**src/rtl/clock_enable_gen.sv**
```systemverilog
// Lock qualifier and reset release behind the PLL, plus NUM_CH phase-accumulator
// clock-enable generators with run-time writable increments and a lock-loss counter.
module clock_enable_gen #(
  parameter int                        NUM_CH     = 2,
  parameter int                        ACC_W      = 24,
  parameter logic [NUM_CH*ACC_W-1:0]   INC_INIT   = {24'd333876, 24'd328949},
  parameter int                        LOCK_HOLD  = 1024,
  parameter int                        LOSS_CNT_W = 4
) (
  input  logic                                             clock,
  input  logic                                             reset,
  input  logic                                             locked_in,
  input  logic                                             inc_we,
  input  logic [((NUM_CH > 1) ? $clog2(NUM_CH) : 1)-1:0]   inc_sel,
  input  logic [ACC_W-1:0]                                 inc_data,
  output logic                                             rst_out,
  output logic                                             ready,
  output logic [NUM_CH-1:0]                                ce,
  output logic [NUM_CH-1:0]                                phase,
  output logic [LOSS_CNT_W-1:0]                            loss_count
);

  localparam int CNT_W = (LOCK_HOLD > 1) ? $clog2(LOCK_HOLD) : 1;
  localparam logic [CNT_W-1:0] HOLD_LAST  = CNT_W'(LOCK_HOLD - 1);
  localparam logic [CNT_W-1:0] HOLD_FIRST = CNT_W'(1);

  localparam logic [1:0] ST_WAIT = 2'd0;
  localparam logic [1:0] ST_HOLD = 2'd1;
  localparam logic [1:0] ST_RUN  = 2'd2;

  logic [1:0]            sync_q;
  logic                  lk_s;
  logic [1:0]            state_q, state_d;
  logic [CNT_W-1:0]      cnt_q, cnt_d;
  logic                  rst_q, rst_d;
  logic [LOSS_CNT_W-1:0] loss_q, loss_d;
  logic [NUM_CH-1:0]     ce_q, ce_d;
  logic [ACC_W-1:0]      acc_q [NUM_CH];
  logic [ACC_W-1:0]      acc_d [NUM_CH];
  logic [ACC_W-1:0]      inc_q [NUM_CH];
  logic [ACC_W-1:0]      inc_d [NUM_CH];
  logic [ACC_W:0]        sum   [NUM_CH];
  logic                  sel_ok;

  assign lk_s       = sync_q[1];
  assign sel_ok     = (int'(inc_sel) < NUM_CH);
  assign rst_out    = rst_q;
  assign ready      = ~rst_q;
  assign ce         = ce_q;
  assign loss_count = loss_q;

  for (genvar g = 0; g < NUM_CH; g++) begin : g_ch
    assign sum[g]   = {1'b0, acc_q[g]} + {1'b0, inc_q[g]};
    assign phase[g] = acc_q[g][ACC_W-1];
  end

  always_comb begin
    state_d = state_q;
    cnt_d   = cnt_q;
    rst_d   = rst_q;
    loss_d  = loss_q;
    ce_d    = ce_q;
    acc_d   = acc_q;
    inc_d   = inc_q;

    case (state_q)
      ST_WAIT: begin
        cnt_d = '0;
        ce_d  = '0;
        for (int i = 0; i < NUM_CH; i++) acc_d[i] = '0;
        // The cycle that leaves WAIT is already the first qualified lock cycle.
        if (lk_s) begin
          if (LOCK_HOLD == 1) begin
            state_d = ST_RUN;
            rst_d   = 1'b0;
          end else begin
            state_d = ST_HOLD;
            cnt_d   = HOLD_FIRST;
          end
        end
      end
      ST_HOLD: begin
        if (!lk_s) begin
          state_d = ST_WAIT;
          cnt_d   = '0;
        end else if (cnt_q == HOLD_LAST) begin
          state_d = ST_RUN;
          cnt_d   = '0;
          rst_d   = 1'b0;
        end else begin
          cnt_d = cnt_q + 1'b1;
        end
      end
      ST_RUN: begin
        if (!lk_s) begin
          state_d = ST_WAIT;
          rst_d   = 1'b1;
          loss_d  = (loss_q == '1) ? loss_q : loss_q + 1'b1;
          ce_d    = '0;
          for (int i = 0; i < NUM_CH; i++) acc_d[i] = '0;
        end else begin
          for (int i = 0; i < NUM_CH; i++) begin
            acc_d[i] = sum[i][ACC_W-1:0];
            ce_d[i]  = sum[i][ACC_W];
          end
        end
      end
      default: begin
        state_d = ST_WAIT;
        cnt_d   = '0;
        rst_d   = 1'b1;
        ce_d    = '0;
        for (int i = 0; i < NUM_CH; i++) acc_d[i] = '0;
      end
    endcase

    // Increment writes never touch the accumulator, keeping rate changes phase-continuous.
    if (inc_we && sel_ok) inc_d[inc_sel] = inc_data;
  end

  always_ff @(posedge clock) begin
    if (reset) begin
      sync_q  <= '0;
      state_q <= ST_WAIT;
      cnt_q   <= '0;
      rst_q   <= 1'b1;
      loss_q  <= '0;
      ce_q    <= '0;
      for (int i = 0; i < NUM_CH; i++) begin
        acc_q[i] <= '0;
        inc_q[i] <= INC_INIT[i*ACC_W +: ACC_W];
      end
    end else begin
      sync_q  <= {sync_q[0], locked_in};
      state_q <= state_d;
      cnt_q   <= cnt_d;
      rst_q   <= rst_d;
      loss_q  <= loss_d;
      ce_q    <= ce_d;
      acc_q   <= acc_d;
      inc_q   <= inc_d;
    end
  end

endmodule

```
**config.mk**
```make
export PLATFORM = sky130hd
export DESIGN_NAME = clock_enable_gen
export DESIGN_NICKNAME = d
export VERILOG_FILES = /design/src/rtl/clock_enable_gen.sv
export SDC_FILE = /design/constraint.sdc
export NUM_CORES = 1
export LEC_CHECK = 0
export BUFFER_PORTS_ARGS = -buffer_cell sky130_fd_sc_hd__buf_2
export CAP_MARGIN = 10
export CORE_MARGIN = 5
export CORE_UTILIZATION = 60
export CTS_CLUSTER_DIAMETER = 50
export DETAILED_ROUTE_END_ITERATION = 8
export GPL_ROUTABILITY_DRIVEN = 0
export PLACE_DENSITY = 0.87
export SYNTH_ARGS = -nofsm -noshare
export SYNTH_HDL_FRONTEND = slang
export SYNTH_SLANG_ARGS = --single-unit
export TNS_END_PERCENT = 1
```
**constraint.sdc**
```tcl
create_clock -name clock -period 3.17 [get_ports clock]
set_clock_uncertainty 0.1 [all_clocks]
set_input_delay 0.1585 -clock clock [delete_from_list [all_inputs] [get_ports clock]]
set_output_delay 0.1585 -clock clock [all_outputs]
set_load 0.01 [all_outputs]
```
## Word level (Yosys, flattened, before mapping)

Cells that the tools add are included.

| operators by class | value |
|---|---|
| mux-type cells | 20 |
| equal/unequal tests | 9 |
| order comparisons | 2 |
| reduce and logical (&&, ||, !) cells | 5 |
| bitwise logic cells | 5 |
| add/sub/neg operators | 4 |

Operators with widths:

| operator | number |
|---|---|
| $pmux W48 S2 | 1 |
| $add A24 B24 Y25 | 2 |
| $bwmux W48 | 1 |
| $mux W48 | 1 |
| $pmux W10 S3 | 1 |
| $demux W24 S1 | 1 |
| $mux W24 | 1 |
| $mux W10 | 2 |
| $add A10 B1 Y10 const B | 1 |
| $eq A10 B10 Y1 const B | 1 |
| $mux W2 | 5 |
| $ne A2 B2 Y1 const B | 4 |
| $pmux W2 S3 | 1 |
| $reduce_and A3 Y1 | 2 |
| $add A4 B1 Y4 const B | 1 |
| $eq A4 B4 Y1 const B | 1 |
| $mux W1 | 4 |
| $not A1 Y1 | 4 |
| $pmux W2 S2 | 1 |
| $reduce_and A4 Y1 | 1 |
| $ne A3 B3 Y1 const B | 1 |
| $pmux W1 S3 | 1 |
| $eq A2 B1 Y1 const B | 1 |
| $eq A2 B2 Y1 const B | 1 |
| 5 further kinds | 5 |

| word-level totals | value |
|---|---|
| register bits | 117 |

## Logic depth before layout (Yosys ltp)

Gate-level depths: netlist (run 1).

| logic depth | value |
|---|---|
| depth after elaboration | 6 |
| depth in mapped cells | 11 |
| depth with buffers taken out | 11 |

## Worst setup path before layout (run 1)

No wires, ideal clock.

| path | value |
|---|---|
| path kind | register to register |
| start | register acc_q[0] (netlist name) |
| end | register acc_q[22] (netlist name) |
| buffers on the path | 0 |
| slack | 0.483 ns |
| data arrival time | 2.469 ns |
| required time | 2.953 ns |
| setup time | 0.117 ns |
| clock period less this slack | 2.687 ns |
| cell stages (with the launch flop) | 12 |
| cell sequence | dfxtp_1 ha_1 inv_1 fa_1 nand2b_1 a21oi_1 a211oi_2 o31ai_1 o221ai_1 nor3_1 o21ai_0 a32o_1 |

| between the ends | value |
|---|---|
| cells in the longest elaborated chain, start to end | 3 |

Ends and longest elaborated chain:

| element | line | RTL |
|---|---|---|
| start, declared | 38 | `logic [ACC_W-1:0] acc_q [NUM_CH];` |
| start signal, assigned by index | 130 | `acc_q[i] <= '0;` |
| start signal, assigned | 140 | `acc_q <= acc_d;` |
| $add A24 B24 Y25 | 53 | `assign sum[g] = {1'b0, acc_q[g]} + {1'b0, inc_q[g]};` |
| $mux W48 | 95 | `if (!lk_s) begin` |
| $pmux W48 S2 | 66 | `case (state_q)` |

Every way passes these cells.
A chain may end at the register's enable or synchronous reset.

## Worst setup path after layout (run 1)

| path | value |
|---|---|
| start | register acc_q[24] (netlist name) |
| end | register ce_q[0] (netlist: ce[0]) |

| between the ends | value |
|---|---|
| cells in the longest elaborated chain, start to end | 3 |

Ends and longest elaborated chain:

| element | line | RTL |
|---|---|---|
| $add A24 B24 Y25 | 53 |  |
| $mux W2 | 95 |  |
| $pmux W2 S2 | 66 |  |
| end signal, assigned | 128 | `ce_q <= '0;` |
| end signal, assigned | 139 | `ce_q <= ce_d;` |
| end, declared | 37 | `logic [NUM_CH-1:0] ce_q, ce_d;` |

Every way passes these cells.

==> flow_summary.yaml, run 1 <==
status:
  outcome: "complete, no violations"
clock_tree:
  root_buffer: "clkbuf_8"
  cts_setup_buffers: 0
  clk_latency_ns: 0.53
  cts.sinks: 117
  htreeDepth: 4
  cts_tree: "done"
  clk_pin_slew_ns: 0.06
  cts_buffers: 17
  clockBufferDepth: 2
critical_path:
  worst_setup_path_start_kind: "flop"
  reg2reg_depth: 11
  ff2ff_setup_slack_ns: 0.19
  r2r-start: "acc_q[24]"
  path_max_fanout: 4
  timing.rr.end: "ce[0]"
  worstSetupStartpoint: "acc_q[24]"
  worstPathArrival_ns: 3.33
  critPathCaptureType: "flop"
  worstSetupPathType: "flop to flop"
  required_ns: 3.52
grt:
  use_met1_pct: 31.5
  overflow: 0
  antenna_found_initial: 0
  grt_pass1_vias: 6249
  met2_usage_pct: 47.7
  grt_pass1_wl_um: 28800
  grt_max_degree: 85
  grt_usage_pct: 27.2
  met3_usage_pct: 5.66
  grt-busiest-layer: "met2"
logic_synthesis:
  synth-edff-count: 0
  synth.distinct_cells: 70
  ys.flop_type: "dfxtp_1"
  synth-seq-area-share_pct: 35.7
  yosysWarningCount: 0
  ys_ff_latch: 117
  avgSynthCellArea_um2: 8.31
  synthArstFlopShare_pct: 0
  syn-num-nets: 871
  synthCells: 790
  syn_area_um2: 6560
die:
  die-width_um: 115
  initial_core_util_pct: 60.8
  ios: 39
  coreArea_um2: 10800
  chipHeight_um: 115
  die_area_um2: 13100
  rows: 38
min_path:
  worstHoldStart: "inc_sel"
  hold_path_end: "inc_q[46]"
  hold_class: "input port to flop"
  holdPathStages: 5
detailed_routing:
  antenna_left: 0
  post-route-drc-count: 0
  wl_um: 17200
  drt-vias-per-instance: 6.17
  drtPass1Iterations: 6
  first_iter_violations: 431
  wl_per_cell_um: 17.4
  vias: 6080
pwr:
  powerDensity_nw_per_um2: 507
  power.leakage_nw: 3.28
  finalPower_mw: 3.88
  ir_worst_vdd_mv: 0.433
sta:
  rsz0062_at_grt: "yes"
  timing.hold.ws_ns: 0.111
  finalCriticalPeriod_ns: 2.98
  max_slew_margin_pct: 32.2
  period_share_pct: 94.1
  finalHoldViolCount: 0
  fmax_mhz: 335
  final-setup-viol-count: 0
  maxSlewViolCount: 0
  worst_slew_pin_slew_ns: 1.02
finish:
  mostFrequentLayoutCells: "nand2_1, dfxtp_1, a21oi_1, nor2_1, ha_1"
  drive_above_1_share_pct: 11.2
  antenna_cells: 0
  final_util_pct: 71.0
  layout.nets: 913
  final_cells: 985
  area_growth_pct: 16.7
  final_common_cell: "nand2_1"
place:
  port_buffers: 38
  hpwl_um: 11100
  place_inst: 928
flow_run:
  cap_viol_max_count: 0
-- routing by layer --
| layer | up-vias | routed length, µm |
|---|---|---|
| li1 | 2901 | - |
| met5 | - | 0 |
| met2 | 248 | 8420 |
| met1 | 2862 | 6970 |
| met4 | 0 | 656 |
| met3 | 69 | 1140 |
-- cell families (layout without fill, tap and decap cells) --
group | after synthesis | count (layout) | share of synthesized area, %
AND/OR/NAND/NOR | 279 | 279 | 19.9
AO/OA/AOI/OAI | 234 | 234 | 24.1
flip-flops | 117 | 117 | 35.7
buffers and inverters | 63 | 118 | 4.19
adder cells (fa/ha/maj) | 52 | 52 | 10.1
XOR/XNOR | 44 | 44 | 5.87
multiplexers | 1 | 1 | 0.153
-- cell usage after synthesis, types with 2 or more instances --
library cell	n	share of area [%]
o221ai_1	2	0.27
a211oi_1	4	0.46
o31ai_1	5	0.57
nand3b_1	16	1.8
or3_1	7	0.67
nor3_1	4	0.31
fa_1	2	0.61
and3_1	3	0.29
a32oi_1	3	0.40
a31oi_1	7	0.67
nand2_1	141	8.1
xnor2_1	24	3.2
inv_1	17	0.97
or4_1	2	0.23
nor2b_1	11	1.0
nor2_1	50	2.9
a311oi_1	4	0.53
nand4_1	7	0.67
o211ai_1	5	0.57
a32o_1	2	0.31
o21bai_1	7	0.80
buf_6	2	0.34
or2_2	2	0.19
nand2b_1	9	0.86
buf_2	2	0.15
and4b_1	2	0.31
o21ai_1	7	0.53
a21oi_2	4	0.53
ha_1	50	9.5
o21ai_0	28	2.1
a21o_1	13	1.5
dfxtp_1	117	36
a22o_1	31	4.1
nand3_1	12	0.92
xor2_1	20	2.7
a21oi_1	80	6.1
nor3b_1	3	0.34
o22ai_1	2	0.19
a221o_1	2	0.31
buf_4	3	0.34
clkbuf_1	37	2.1
a22oi_1	13	1.5
-- critical path, cell delays in order (launching register included) --
cell	delay (ns)
dfxtp_1	0.33
ha_1	0.18
inv_1	0.06
fa_1	0.41
nor2b_1	0.18
o2111ai_1	0.14
nand3_2	0.14
a31oi_1	0.18
o31ai_2	0.37
o211ai_1	0.18
or4_1	0.49
a21oi_1	0.15
-- per-stage QoR --
| stage | area (µm²) | setup WS, ns | setup TNS (ns) |
|---|---|---|---|
| floorplan | 6560 | 0.483 | 0 |
| global placement | 6760 | 0.312 | 0 |
| detailed placement | 6760 | 0.150 | 0 |
| CTS | 7650 | 0.138 | 0 |
| global route | 7660 | -0.0217 | -0.0217 |
| finish | 7660 | 0.187 | 0 |
-- how the worst max path moves through the flow --
stage	endpoint	slack, ns	depth (start not counted)
3_5_place_dp	acc_q[22]	0.15	11
2_1_floorplan	acc_q[22]	0.48	11
6_report	ce[0]	0.19	11
3_3_place_gp	acc_q[22]	0.31	11
5_1_grt	ce[0]	-0.02	11
4_1_cts	acc_q[22]	0.14	11
-- final cells by class --
cell class              instances  area [µm²]
well taps                     140         175
inverters                      17        63.8
clock buffers                  24         470
fillers                       746        3130
flip-flops and latches        117        2340
clock inverters                 8         170
multi-input cells             610        3950
repair buffers                 69         485
-- sequential cells by signal (all words and copies together), names as in the netlist --
name,flops
cnt_q,10
acc_q,46
state_q,2
rst_out,1
loss_count,4
ce,2
phase,2
sync_q,2
inc_q,48
-- timing repair --
item / CTS / global route
endpoints found under the setup margin: 0 / 3
hold buffers: 25 / 0
resized for setup: 0 / 1
hold endpoints to repair: 49 / 0
-- power breakdown --
| group | total, mW | switching (mW) | internal (mW) |
|---|---|---|---|
| sequential | 1.53 | 0.0232 | 1.51 |
| clock | 2.09 | 0.676 | 1.42 |
| combinational | 0.258 | 0.153 | 0.105 |
Power figures use the tool's default switching activity.
==> run 2: changes to the inputs <==
--- a/config.mk
+++ b/config.mk
@@ -13,4 +13,5 @@
 export DETAILED_ROUTE_END_ITERATION = 8
 export GPL_ROUTABILITY_DRIVEN = 0
+export GPL_TIMING_DRIVEN = 0
 export PLACE_DENSITY = 0.87
 export SYNTH_ARGS = -nofsm -noshare
==> constraint.sdc (replaced) <==
create_clock -name clock -period 3.17 [get_ports clock]
set_clock_uncertainty 0.1 [all_clocks]
set_input_delay 0.634 -clock clock [delete_from_list [all_inputs] [get_ports clock]]
set_output_delay 0.634 -clock clock [all_outputs]
set_load 0.01 [all_outputs]
==> run 2 against run 1 <==
  * Core utilization is 1.2 points lower
  * Critical path depth stayed put
  * Clock power is 11% lower
  * Critical path type unchanged
  * Largest power group unchanged
  * Highest routed layer unchanged
==> flow_summary.yaml, run 2 (synthesized netlist as in run 1, its figures left out) <==
sta:
  finalHoldViolCount: 0
  maxSlewViolCount: 0
  rsz0062_at_grt: "no"
  finalCriticalPeriod_ns: 3.05
  max_slew_margin_pct: 52.3
  period_share_pct: 96.1
  final-setup-viol-count: 0
  fmax_mhz: 328
  tns_ns: 0
  worst_slew_pin_slew_ns: 0.715
die:
  die_area_um2: 13100
  chipHeight_um: 115
  ios: 39
  initial_core_util_pct: 60.8
  die-width_um: 115
  coreArea_um2: 10800
  rows: 38
grt:
  overflow: 0
  grt_pass1_wl_um: 27000
  grt_usage_pct: 25.9
  grt_max_degree: 17
  antenna_found_initial: 0
  grt_pass1_vias: 5776
finish:
  final_cells: 1001
  layout.nets: 929
  largest_register: "inc_q"
  antenna_cells: 0
  largest_register_ffs: 48
  fillCellCount: 844
  reg_top3: "inc_q (48), acc_q (46), cnt_q (10)"
  area_growth_pct: 14.8
  drive_above_1_share_pct: 11.5
  mostFrequentLayoutCells: "nand2_1, dfxtp_1, a21oi_1, nor2_1, ha_1"
  final_common_cell: "nand2_1"
place:
  place_inst: 968
  port_buffers: 38
  hpwl_um: 11600
detailed_routing:
  post-route-drc-count: 0
  first_iter_violations: 405
  drt-vias-per-instance: 6.07
  antenna_left: 0
  wl_per_cell_um: 16.4
  wl_um: 16400
  drtPass1Iterations: 8
  vias: 6073
critical_path:
  worstSetupStartpoint: "acc_q[24]"
  critPathCaptureType: "flop"
  worstSetupPathType: "flop to flop"
  required_ns: 3.53
  r2r-start: "acc_q[24]"
  path_max_fanout: 4
  reg2reg_depth: 11
  worstPathArrival_ns: 3.41
  worst_setup_path_start_kind: "flop"
min_path:
  worstHoldStart: "locked_in"
  holdPathStages: 2
  hold_class: "input port to flop"
clock_tree:
  postCtsHoldBufs: 0
  cts_tree: "done"
  cts.sinks: 117
  clockBufferDepth: 2
  clk_pin_slew_ns: 0.05
  cts_buffers: 17
  htreeDepth: 4
  root_buffer: "clkbuf_8"
  clk_latency_ns: 0.54
pwr:
  finalPower_mw: 3.64
  power.leakage_nw: 3.23
  powerDensity_nw_per_um2: 484
  ir_worst_vdd_mv: 0.377
flow_run:
  cap_viol_max_count: 0
status:
  outcome: "complete, no violations"
## run 2: per-layer routing
layer / part of all wire [%] / GRT usage (%) / vias to the layer above
met4: 4.0 / 12.0 / 0
met1: 43 / 31.5 / 2849
met2: 46 / 42.5 / 231
met3: 6.5 / 6.92 / 56
met5: 0 / 0 / -
li1: - / - / 2937
## run 2: worst paths after layout
path,end,slack [ns]
worst max-delay path,ce[0],0.12
worst min-delay path,sync_q[0],0.21
worst max register to register,ce[0],0.12
worst min register to register,sync_q[1],0.35
## run 2: timing repair
action,4_1_cts,5_1_grt
gates resized for setup,1,3
setup buffers,0,1
endpoints found under the setup margin,1,2
pin swaps,0,2
## run 2: through the flow
step	worst slack (ns)	hold slack, ns	utilization (%)	instance area [µm²]
2_1_floorplan	0.483	0.314	-	6560
3_3_place_gp	0.0538	0.319	64.2	6930
3_5_place_dp	0.0346	0.330	64.2	6930
4_1_cts	0.0450	0.195	69.5	7510
5_1_grt	0.0206	0.212	69.8	7530
6_report	0.125	0.208	69.8	7530
## run 2: report_power, final
group	switching, mW	total (mW)	internal, mW
clock	0.663	1.87	1.21
sequential	0.0260	1.53	1.51
combinational	0.151	0.240	0.0892
total	0.839	3.64	2.80
## run 2: final cells by class
type                       instances  area [µm²]  area share, %
multi-input combinational        610        3970           52.7
sequential                       117        2340           31.1
clock buffer                      22         443           5.88
buffer                            46         211           2.81
timing repair buffer              39         198           2.63
tap                              140         175           2.33
clock inverter                    10         130           1.73
inverter                          17        63.8          0.847
## run 2: worst max-delay path, stage by stage (launching register included)
cell and delay [ns]:
dfxtp_1 0.33, ha_1 0.20, inv_1 0.07, fa_1 0.42
nor2b_2 0.17, o2111ai_1 0.14, nand3_2 0.16, a31oi_2 0.16
o31ai_2 0.35, o211ai_1 0.22, or4_1 0.50, a21oi_1 0.15
